--- config.mk ---
export PLATFORM = sky130hd
export DESIGN_NAME = mem_bus_arbiter_flat
export DESIGN_NICKNAME = d
export VERILOG_FILES = /design/src/rtl/mem_bus_arbiter_if.sv /design/src/rtl/mem_bus_arbiter.sv /design/src/flat_wrapper.sv
export SDC_FILE = /design/constraint.sdc
export NUM_CORES = 1
export LEC_CHECK = 0
export BUFFER_PORTS_ARGS = -buffer_cell sky130_fd_sc_hd__buf_4
export CAP_MARGIN = 20
export CORE_UTILIZATION = 46
export DETAILED_ROUTE_END_ITERATION = 10
export PLACE_DENSITY = 0.9
export SYNTH_ARGS = -nofsm -noshare
export SYNTH_HDL_FRONTEND = slang
export SYNTH_SLANG_ARGS = --single-unit
--- constraint.sdc ---
create_clock -name CLOCK -period 1.8 [get_ports CLOCK]
set_input_delay 0.09 -clock CLOCK [delete_from_list [all_inputs] [get_ports CLOCK]]
set_output_delay 0.09 -clock CLOCK [all_outputs]
set_load 0.005 [all_outputs]
--- src/rtl/mem_bus_arbiter_if.sv ---
// rtl/mem_bus_arbiter_if.sv - requester and memory bus bundle for mem_bus_arbiter
//
// Purpose: carries both requester ports, the shared response signals and the
// single memory port of the arbiter.
// Modports:
//   slave  - the arbiter: samples requests and mem_rdata, drives acks,
//            rdata, status and the memory strobes/address/write data.
//   master - the surrounding environment (requesters plus memory).
// Signals:
//   req0/we0/addr0/wdata0, ack0  port 0 (CPU core)
//   req1/we1/addr1/wdata1, ack1  port 1 (auxiliary master)
//   rdata, busy, gnt_id          shared response and status
//   mem_re/mem_we/mem_addr/mem_wdata/mem_rdata  memory side

interface mem_bus_arbiter_if #(
    parameter int DATA_W = 8,
    parameter int ADDR_W = 8
);
    logic              req0;
    logic              we0;
    logic [ADDR_W-1:0] addr0;
    logic [DATA_W-1:0] wdata0;
    logic              ack0;

    logic              req1;
    logic              we1;
    logic [ADDR_W-1:0] addr1;
    logic [DATA_W-1:0] wdata1;
    logic              ack1;

    logic [DATA_W-1:0] rdata;
    logic              busy;
    logic              gnt_id;

    logic              mem_re;
    logic              mem_we;
    logic [ADDR_W-1:0] mem_addr;
    logic [DATA_W-1:0] mem_wdata;
    logic [DATA_W-1:0] mem_rdata;

    modport slave (
        input  req0, we0, addr0, wdata0,
        input  req1, we1, addr1, wdata1,
        input  mem_rdata,
        output ack0, ack1, rdata, busy, gnt_id,
        output mem_re, mem_we, mem_addr, mem_wdata
    );

    modport master (
        output req0, we0, addr0, wdata0,
        output req1, we1, addr1, wdata1,
        output mem_rdata,
        input  ack0, ack1, rdata, busy, gnt_id,
        input  mem_re, mem_we, mem_addr, mem_wdata
    );
endinterface

--- src/rtl/mem_bus_arbiter.sv ---
// rtl/mem_bus_arbiter.sv - two-port arbiter in front of a single memory port
//
// Purpose: grants one of two requesters (port 0 CPU, port 1 auxiliary),
// latches its request, issues one memory strobe, waits MEM_LAT cycles for
// read data and returns rdata with a one-cycle ack to the winner.
// Contention is resolved round-robin; with ARB_FIXED_PRIO_EN defined port 0
// always wins contention.
// Parameters: DATA_W data width, ADDR_W address width, MEM_LAT read latency
// (1..15 cycles from the strobe cycle to valid mem_rdata).
// Ports:
//   CLOCK    system clock, rising edge
//   RESET_N  asynchronous active-low reset
//   bus      mem_bus_arbiter_if.slave (requests, acks, status, memory port)

module mem_bus_arbiter #(
    parameter int DATA_W  = 8,
    parameter int ADDR_W  = 8,
    parameter int MEM_LAT = 1
) (
    input logic               CLOCK,
    input logic               RESET_N,
    mem_bus_arbiter_if.slave  bus
);

    typedef enum logic [1:0] {
        S_IDLE  = 2'd0,
        S_ISSUE = 2'd1,
        S_WAIT  = 2'd2,
        S_RESP  = 2'd3
    } state_t;

    localparam int CNT_W = 4;

    state_t            state_q,  state_d;
    logic              we_q,     we_d;
    logic [ADDR_W-1:0] addr_q,   addr_d;
    logic [DATA_W-1:0] wdata_q,  wdata_d;
    logic [DATA_W-1:0] rdata_q,  rdata_d;
    logic [CNT_W-1:0]  cnt_q,    cnt_d;
    logic              gnt_id_q, gnt_id_d;
    logic              last_q,   last_d;
    logic              mem_re_q, mem_re_d;
    logic              mem_we_q, mem_we_d;
    logic              ack0_q,   ack0_d;
    logic              ack1_q,   ack1_d;

    logic              win;
    logic              win_we;

    // Winner selection; only meaningful while at least one req is high.
    always_comb begin
        win = 1'b0;
        if (bus.req0 && bus.req1) begin
`ifdef ARB_FIXED_PRIO_EN
            win = 1'b0;
`else
            win = ~last_q;
`endif
        end else begin
            win = bus.req1;
        end
    end

    assign win_we = win ? bus.we1 : bus.we0;

    always_comb begin
        state_d  = state_q;
        we_d     = we_q;
        addr_d   = addr_q;
        wdata_d  = wdata_q;
        rdata_d  = rdata_q;
        cnt_d    = cnt_q;
        gnt_id_d = gnt_id_q;
        last_d   = last_q;
        mem_re_d = 1'b0;
        mem_we_d = 1'b0;
        ack0_d   = 1'b0;
        ack1_d   = 1'b0;

        case (state_q)
            S_IDLE: begin
                if (bus.req0 || bus.req1) begin
                    gnt_id_d = win;
                    we_d     = win_we;
                    addr_d   = win ? bus.addr1  : bus.addr0;
                    wdata_d  = win ? bus.wdata1 : bus.wdata0;
                    // Strobes are registered here so they are high for
                    // exactly the ISSUE cycle.
                    mem_re_d = ~win_we;
                    mem_we_d = win_we;
                    state_d  = S_ISSUE;
                end
            end
            S_ISSUE: begin
                cnt_d   = CNT_W'(MEM_LAT);
                state_d = S_WAIT;
            end
            S_WAIT: begin
                cnt_d = cnt_q - 1'b1;
                if (cnt_q == CNT_W'(1)) begin
                    if (!we_q) begin
                        rdata_d = bus.mem_rdata;
                    end
                    // Ack registered on entry to RESP so it lasts that cycle only.
                    ack0_d  = ~gnt_id_q;
                    ack1_d  = gnt_id_q;
                    state_d = S_RESP;
                end
            end
            S_RESP: begin
                // In fixed-priority builds this pointer is bookkeeping only.
                last_d  = gnt_id_q;
                state_d = S_IDLE;
            end
            default: begin
                state_d = S_IDLE;
            end
        endcase
    end

    always_ff @(posedge CLOCK or negedge RESET_N) begin
        if (!RESET_N) begin
            state_q  <= S_IDLE;
            we_q     <= 1'b0;
            addr_q   <= '0;
            wdata_q  <= '0;
            rdata_q  <= '0;
            cnt_q    <= '0;
            gnt_id_q <= 1'b0;
            last_q   <= 1'b1;
            mem_re_q <= 1'b0;
            mem_we_q <= 1'b0;
            ack0_q   <= 1'b0;
            ack1_q   <= 1'b0;
        end else begin
            state_q  <= state_d;
            we_q     <= we_d;
            addr_q   <= addr_d;
            wdata_q  <= wdata_d;
            rdata_q  <= rdata_d;
            cnt_q    <= cnt_d;
            gnt_id_q <= gnt_id_d;
            last_q   <= last_d;
            mem_re_q <= mem_re_d;
            mem_we_q <= mem_we_d;
            ack0_q   <= ack0_d;
            ack1_q   <= ack1_d;
        end
    end

    assign bus.ack0      = ack0_q;
    assign bus.ack1      = ack1_q;
    assign bus.rdata     = rdata_q;
    assign bus.busy      = (state_q != S_IDLE);
    assign bus.gnt_id    = gnt_id_q;
    assign bus.mem_re    = mem_re_q;
    assign bus.mem_we    = mem_we_q;
    assign bus.mem_addr  = addr_q;
    assign bus.mem_wdata = wdata_q;

endmodule

--- src/flat_wrapper.sv ---
// flat-port wrapper written by rule: the top's interface ports become plain ports
module mem_bus_arbiter_flat 
#(
    parameter int DATA_W  = 8,
    parameter int ADDR_W  = 8,
    parameter int MEM_LAT = 1
)
  (CLOCK, RESET_N, bus_req0, bus_we0, bus_addr0, bus_wdata0, bus_req1, bus_we1, bus_addr1, bus_wdata1, bus_mem_rdata, bus_ack0, bus_ack1, bus_rdata, bus_busy, bus_gnt_id, bus_mem_re, bus_mem_we, bus_mem_addr, bus_mem_wdata);
  mem_bus_arbiter_if #(.DATA_W(DATA_W), .ADDR_W(ADDR_W)) bus_i ();
  input logic CLOCK;
  input logic RESET_N;
  input wire logic [$bits(bus_i.req0)-1:0] bus_req0;
  input wire logic [$bits(bus_i.we0)-1:0] bus_we0;
  input wire logic [$bits(bus_i.addr0)-1:0] bus_addr0;
  input wire logic [$bits(bus_i.wdata0)-1:0] bus_wdata0;
  input wire logic [$bits(bus_i.req1)-1:0] bus_req1;
  input wire logic [$bits(bus_i.we1)-1:0] bus_we1;
  input wire logic [$bits(bus_i.addr1)-1:0] bus_addr1;
  input wire logic [$bits(bus_i.wdata1)-1:0] bus_wdata1;
  input wire logic [$bits(bus_i.mem_rdata)-1:0] bus_mem_rdata;
  output wire logic [$bits(bus_i.ack0)-1:0] bus_ack0;
  output wire logic [$bits(bus_i.ack1)-1:0] bus_ack1;
  output wire logic [$bits(bus_i.rdata)-1:0] bus_rdata;
  output wire logic [$bits(bus_i.busy)-1:0] bus_busy;
  output wire logic [$bits(bus_i.gnt_id)-1:0] bus_gnt_id;
  output wire logic [$bits(bus_i.mem_re)-1:0] bus_mem_re;
  output wire logic [$bits(bus_i.mem_we)-1:0] bus_mem_we;
  output wire logic [$bits(bus_i.mem_addr)-1:0] bus_mem_addr;
  output wire logic [$bits(bus_i.mem_wdata)-1:0] bus_mem_wdata;
  assign bus_i.req0 = bus_req0;
  assign bus_i.we0 = bus_we0;
  assign bus_i.addr0 = bus_addr0;
  assign bus_i.wdata0 = bus_wdata0;
  assign bus_i.req1 = bus_req1;
  assign bus_i.we1 = bus_we1;
  assign bus_i.addr1 = bus_addr1;
  assign bus_i.wdata1 = bus_wdata1;
  assign bus_i.mem_rdata = bus_mem_rdata;
  assign bus_ack0 = bus_i.ack0;
  assign bus_ack1 = bus_i.ack1;
  assign bus_rdata = bus_i.rdata;
  assign bus_busy = bus_i.busy;
  assign bus_gnt_id = bus_i.gnt_id;
  assign bus_mem_re = bus_i.mem_re;
  assign bus_mem_we = bus_i.mem_we;
  assign bus_mem_addr = bus_i.mem_addr;
  assign bus_mem_wdata = bus_i.mem_wdata;
  mem_bus_arbiter #(.DATA_W(DATA_W), .ADDR_W(ADDR_W), .MEM_LAT(MEM_LAT)) u_core (.CLOCK(CLOCK), .RESET_N(RESET_N), .bus(bus_i));
endmodule
# Word level (Yosys, flattened, before mapping)

Index checks and enable logic that the tools add are counted.
W data, S select, Z words.

Flip-flop bits (word level): 37
Latch bits: 0
RAM bits: 0
Memory bits (read-only): 0
Bits of input ports: 46
Output and inout port bits: 30
Word-level logic and storage cells: 47
Memories: 0

Add/sub/neg operators: 1
$mul: 0
Div/mod/pow operators: 0
Magnitude comparators: 0
Equality and inequality tests: 6
Shift-type cells: 0
Multiplexer cells: 16
Bitwise gates (word level): 4
Reduce and logical (&&, ||, !) cells: 8

Operators with widths:

| cell                  | number |
|---|---|
| $mux W8               | 2 |
| $mux W1               | 10 |
| $pmux W2 S4           | 1 |
| $pmux W4 S2           | 1 |
| $eq A2 B2 Y1 const B  | 2 |
| $eq A4 B1 Y1 const B  | 1 |
| $mux W2               | 2 |
| $ne A2 B1 Y1 const B  | 2 |
| $not A1 Y1            | 4 |
| $reduce_and A2 Y1     | 2 |
| $reduce_bool A2 Y1    | 2 |
| $sub A4 B1 Y4 const B | 1 |
| $reduce_and A3 Y1     | 1 |
| $eq A2 B1 Y1 const B  | 1 |
| $logic_not A2 Y1      | 1 |
| $logic_and A1 B1 Y1   | 1 |
| $logic_or A1 B1 Y1    | 1 |

# Depth between registers and ports, before layout

Word-level depth: 6
Depth in mapped cells: 6
Depth with buffers taken out: 5

# Worst setup path after synthesis

Ideal clock, no wire load.

Path type: register to register
Start point: register u_core.state_q[0]
End point: register u_core.rdata_q[0], in the netlist u_core.bus.rdata[0]
Setup time: 125 ps
Data arrival time: 1422 ps
Data required time: 1675 ps
Path slack: 254 ps
Stages on the path, launching flop included: 7
Buffers on the path: 1
Period minus slack after synthesis: 1546 ps
Path through: dfrtp_1 -> inv_1 -> ha_1 -> buf_2 -> nand4bb_4 -> nor2_4 -> mux2_2

Longest elaborated chain between the ends: 2

RTL lines:

| item                        | RTL line               | RTL |
|---|---|---|
| start: declaration          | mem_bus_arbiter.sv:34  | `state_t state_q, state_d;` |
| start signal: assignment    | mem_bus_arbiter.sv:136 | `state_q <= state_d;` |
| $eq A2 B2 Y1                | mem_bus_arbiter.sv:80  | `case (state_q)` |
| $reduce_and A3 Y1 (no line) | --                     |  |
| end signal: assignment      | mem_bus_arbiter.sv:140 | `rdata_q <= rdata_d;` |
| end: declaration            | mem_bus_arbiter.sv:38  | `logic [DATA_W-1:0] rdata_q, rdata_d;` |

Every way passes these cells.
A chain may end at the register's enable or synchronous reset.

# Worst setup path in the final report

Start point: register u_core.state_q[0]
End point: register u_core.rdata_q[2], in the netlist u_core.bus.rdata[2]

Same word-level chain as after synthesis.

==> results.py <==
metrics = {
    "timing": {
        "fmax_ghz": 0.617,
        "clock_skew_ns": 0.00984,
        "tightest_slew_ns": 0.567,
        "rsz0062_at_grt": "no",
        "slew_viol_final": 0,
        "hold_violations": 0,
        "finalSetupTns_ns": 0,
        "period_share": 0.901,
        "slew_headroom": 0.622,
        "fin_crit_ns": 1.62,
        "finalSetupViolations": 0,
    },
    "floorplan": {
        "io_pins": 76,
        "core_um2": 3420,
        "fp-row-count": 21,
        "dieArea_um2": 3890,
        "initial_core_util": 0.491,
        "fp.dieW_um": 62.4,
        "die_h_um": 62.4,
    },
    "clocking": {
        "root_buffer": "clkbuf_4",
        "clkSlewWorstSetupHoldPaths_ns": 0.11,
        "cts_tree": "built",
        "postCtsSetupBuffers": 0,
        "numCtsBuffers": 5,
        "cts.sinks": 37,
        "cts.path.max_buffers": 2,
        "cts_resized": 0,
        "htree_levels": 2,
        "clk_latency_ns": 0.33,
        "ctsHoldBuffers": 8,
    },
    "final_layout": {
        "drive_above_1_share": 0.427,
        "nFillCells": 237,
        "final_core_util": 0.718,
        "synthToLayoutAreaGrowth_pct": 46.3,
        "layout_commonest_cell": "buf_4",
        "final_cell_mix": "buf_4, dfrtp_1, o21ai_0",
        "antenna_cells": 0,
        "finalNetCount": 283,
    },
    "route": {
        "wl_met2_mm": 2.14,
        "highest_layer": "met4",
        "met1Wirelength_mm": 1.42,
        "drtIter0Drc": 41,
        "dr.pass1.iters": 4,
        "drc": 0,
        "ant_nets": 0,
        "wl_per_cell_um": 13.9,
        "viasPerCell": 4.97,
        "met3_length_um": 221,
        "vias": 1382,
        "routed_wirelength_mm": 3.88,
    },
    "logic_synthesis": {
        "syn_avg_cell_area_um2": 11.7,
        "ys_ff_latch": 37,
        "synth_area_um2": 1680,
        "seq_area_frac_synth": 0.553,
        "synth_nets": 194,
        "yosysWarnings": 0,
        "yosysUniqueCellTypes": 27,
        "netlist_instances": 143,
    },
    "global_route": {
        "grt_pass1_vias": 1455,
        "grt_overflow_total": 0,
        "globalRouteTotalUtil": 0.224,
        "grt_max_degree": 38,
        "antenna_found_initial": 0,
        "grt_pass1_wl_mm": 6.61,
    },
    "run": {
        "drv_cap": 0,
    },
    "worst_setup_path": {
        "arrival_ns": 1.83,
        "critPathKind": "reg2reg",
        "path_buf_inv": 1,
        "end_kind": "register",
        "max_stage_delay_ns": 0.42,
        "critical_path.top_delay_family": "flip-flops",
        "cp_cell_sequence": "inv_1 > ha_1 > nand4bb_4 > nor2_4 > mux2_2",
        "crit_fanout": 8,
        "cp_slowest_cell": "dfrtp_1",
        "cp_data_required_time_ns": 2.01,
        "critical_path.startpoint_type": "register",
        "rr_startpoint": "u_core.state_q[0]",
        "crit_start": "u_core.state_q[0]",
    },
    "pwr": {
        "peakVddDrop_mv": 0.895,
        "p_leak_nw": 1.29,
        "power.density_nw_per_um2": 1480,
    },
    "hold_path": {
        "holdCritPathClass": "in2reg",
        "hold_start": "bus_wdata1[5]",
    },
    "run_status": {
        "status": "finished, final reports clean",
    },
    "placement": {
        "dpl.hpwl_mm": 2.83,
        "gp_congestion": 0.772,
        "io_buffer_count": 75,
    },
}
[routing by layer]
metal,track usage,up-vias
li1,-,666
met4,0.0901,0
met5,0,-
met2,0.415,52
met1,0.232,654
met3,0.0730,10
[area by class of cell]
class	count	area [um2]	share of cell area
Multi-Input combinational cell	92	681	0.277
Inverter	8	30.0	0.0122
Timing Repair Buffer	88	703	0.287
Clock buffer	7	55.1	0.0224
Tap cell	46	57.6	0.0235
Sequential cell	37	927	0.378
[tightest hold or removal path, delay by kind of cell]
family / cells / cell delay [ns]
compound gates: 1 / 0.13
buf+inv: 1 / 0.08
mux: 1 / 0.05
[per-stage QoR]
step                cells  hold slack (ns)  total power [W]  setup WS (ns)  cell area, um2
CTS                   276          0.00127          0.00362          0.124            2430
finish                278           0.0531          0.00364          0.178            2450
floorplan             143           -0.206          0.00235          0.254            1680
detailed placement    261           0.0716          0.00317          0.155            2290
global placement      261           0.0675          0.00307          0.259            2290
global route          278           0.0373          0.00392         0.0996            2450
[final timing paths]
path	to	slack, ns	cells past startpoint
worst max-delay path	u_core.bus.rdata[2]	0.18	5
worst max register to register	u_core.bus.rdata[2]	0.18	5
worst min register to register	u_core.bus.mem_addr[0]	0.49	2
min in group asynchronous	u_core.bus.mem_addr[3]	0.26	2
worst min-delay path	u_core.bus.mem_wdata[5]	0.05	3
max in group asynchronous	u_core.last_q	1.19	2
[registers in the layout, summed over array words and instances, names as in the netlist]
signal / flops
u_core.bus.mem_addr: 8
u_core.bus.mem_wdata: 8
u_core.bus.rdata: 8
u_core.cnt_q: 4
u_core.state_q: 2
u_core.bus.ack0: 1
u_core.bus.ack1: 1
u_core.bus.gnt_id: 1
u_core.bus.mem_re: 1
u_core.bus.mem_we: 1
u_core.last_q: 1
u_core.we_q: 1
[cell usage after synthesis (all sizes together)]
| cell type | number | area, um2 |
|---|---|---|
| a2bb2oi | 1 | 8.76 |
| nand4bb | 1 | 27.5 |
| mux2 | 9 | 101 |
| clkbuf | 3 | 11.3 |
| or3b | 1 | 8.76 |
| nand3b | 1 | 7.51 |
| dfstp | 1 | 26.3 |
| and3 | 1 | 6.26 |
| buf | 3 | 27.5 |
| nand3 | 2 | 10.0 |
| mux2i | 19 | 190 |
| a21bo | 1 | 10.0 |
| nor2b | 1 | 6.26 |
| a21oi | 1 | 5.00 |
| a22oi | 1 | 7.51 |
| nand2 | 18 | 67.6 |
| o22a | 1 | 8.76 |
| nor3 | 1 | 5.00 |
| inv | 8 | 30.0 |
| and2b | 1 | 7.51 |
| o21ai | 22 | 114 |
| dfrtp | 36 | 901 |
| nor2 | 5 | 26.3 |
| ha | 5 | 62.6 |
[report_power, final]
| group | total (W) | internal (W) | switching (W) |
|---|---|---|---|
| logic | 0.00175 | 0.000963 | 0.000783 |
| registers | 0.00146 | 0.00123 | 0.000234 |
| clock network | 0.000434 | 0.000185 | 0.000249 |
| total | 0.00364 | 0.00238 | 0.00127 |
[cells by family (layout without fill, tap and decap cells)]
| logic type | Yosys count | after routing | synth area share |
|---|---|---|---|
| flops | 37 | 37 | 0.553 |
| fa+ha+maj | 5 | 5 | 0.0373 |
| simple gates | 32 | 32 | 0.103 |
| mux | 28 | 28 | 0.174 |
| compound gates | 27 | 27 | 0.0918 |
| buf+inv | 14 | 103 | 0.0410 |
(Power assumes the default switching activity.)
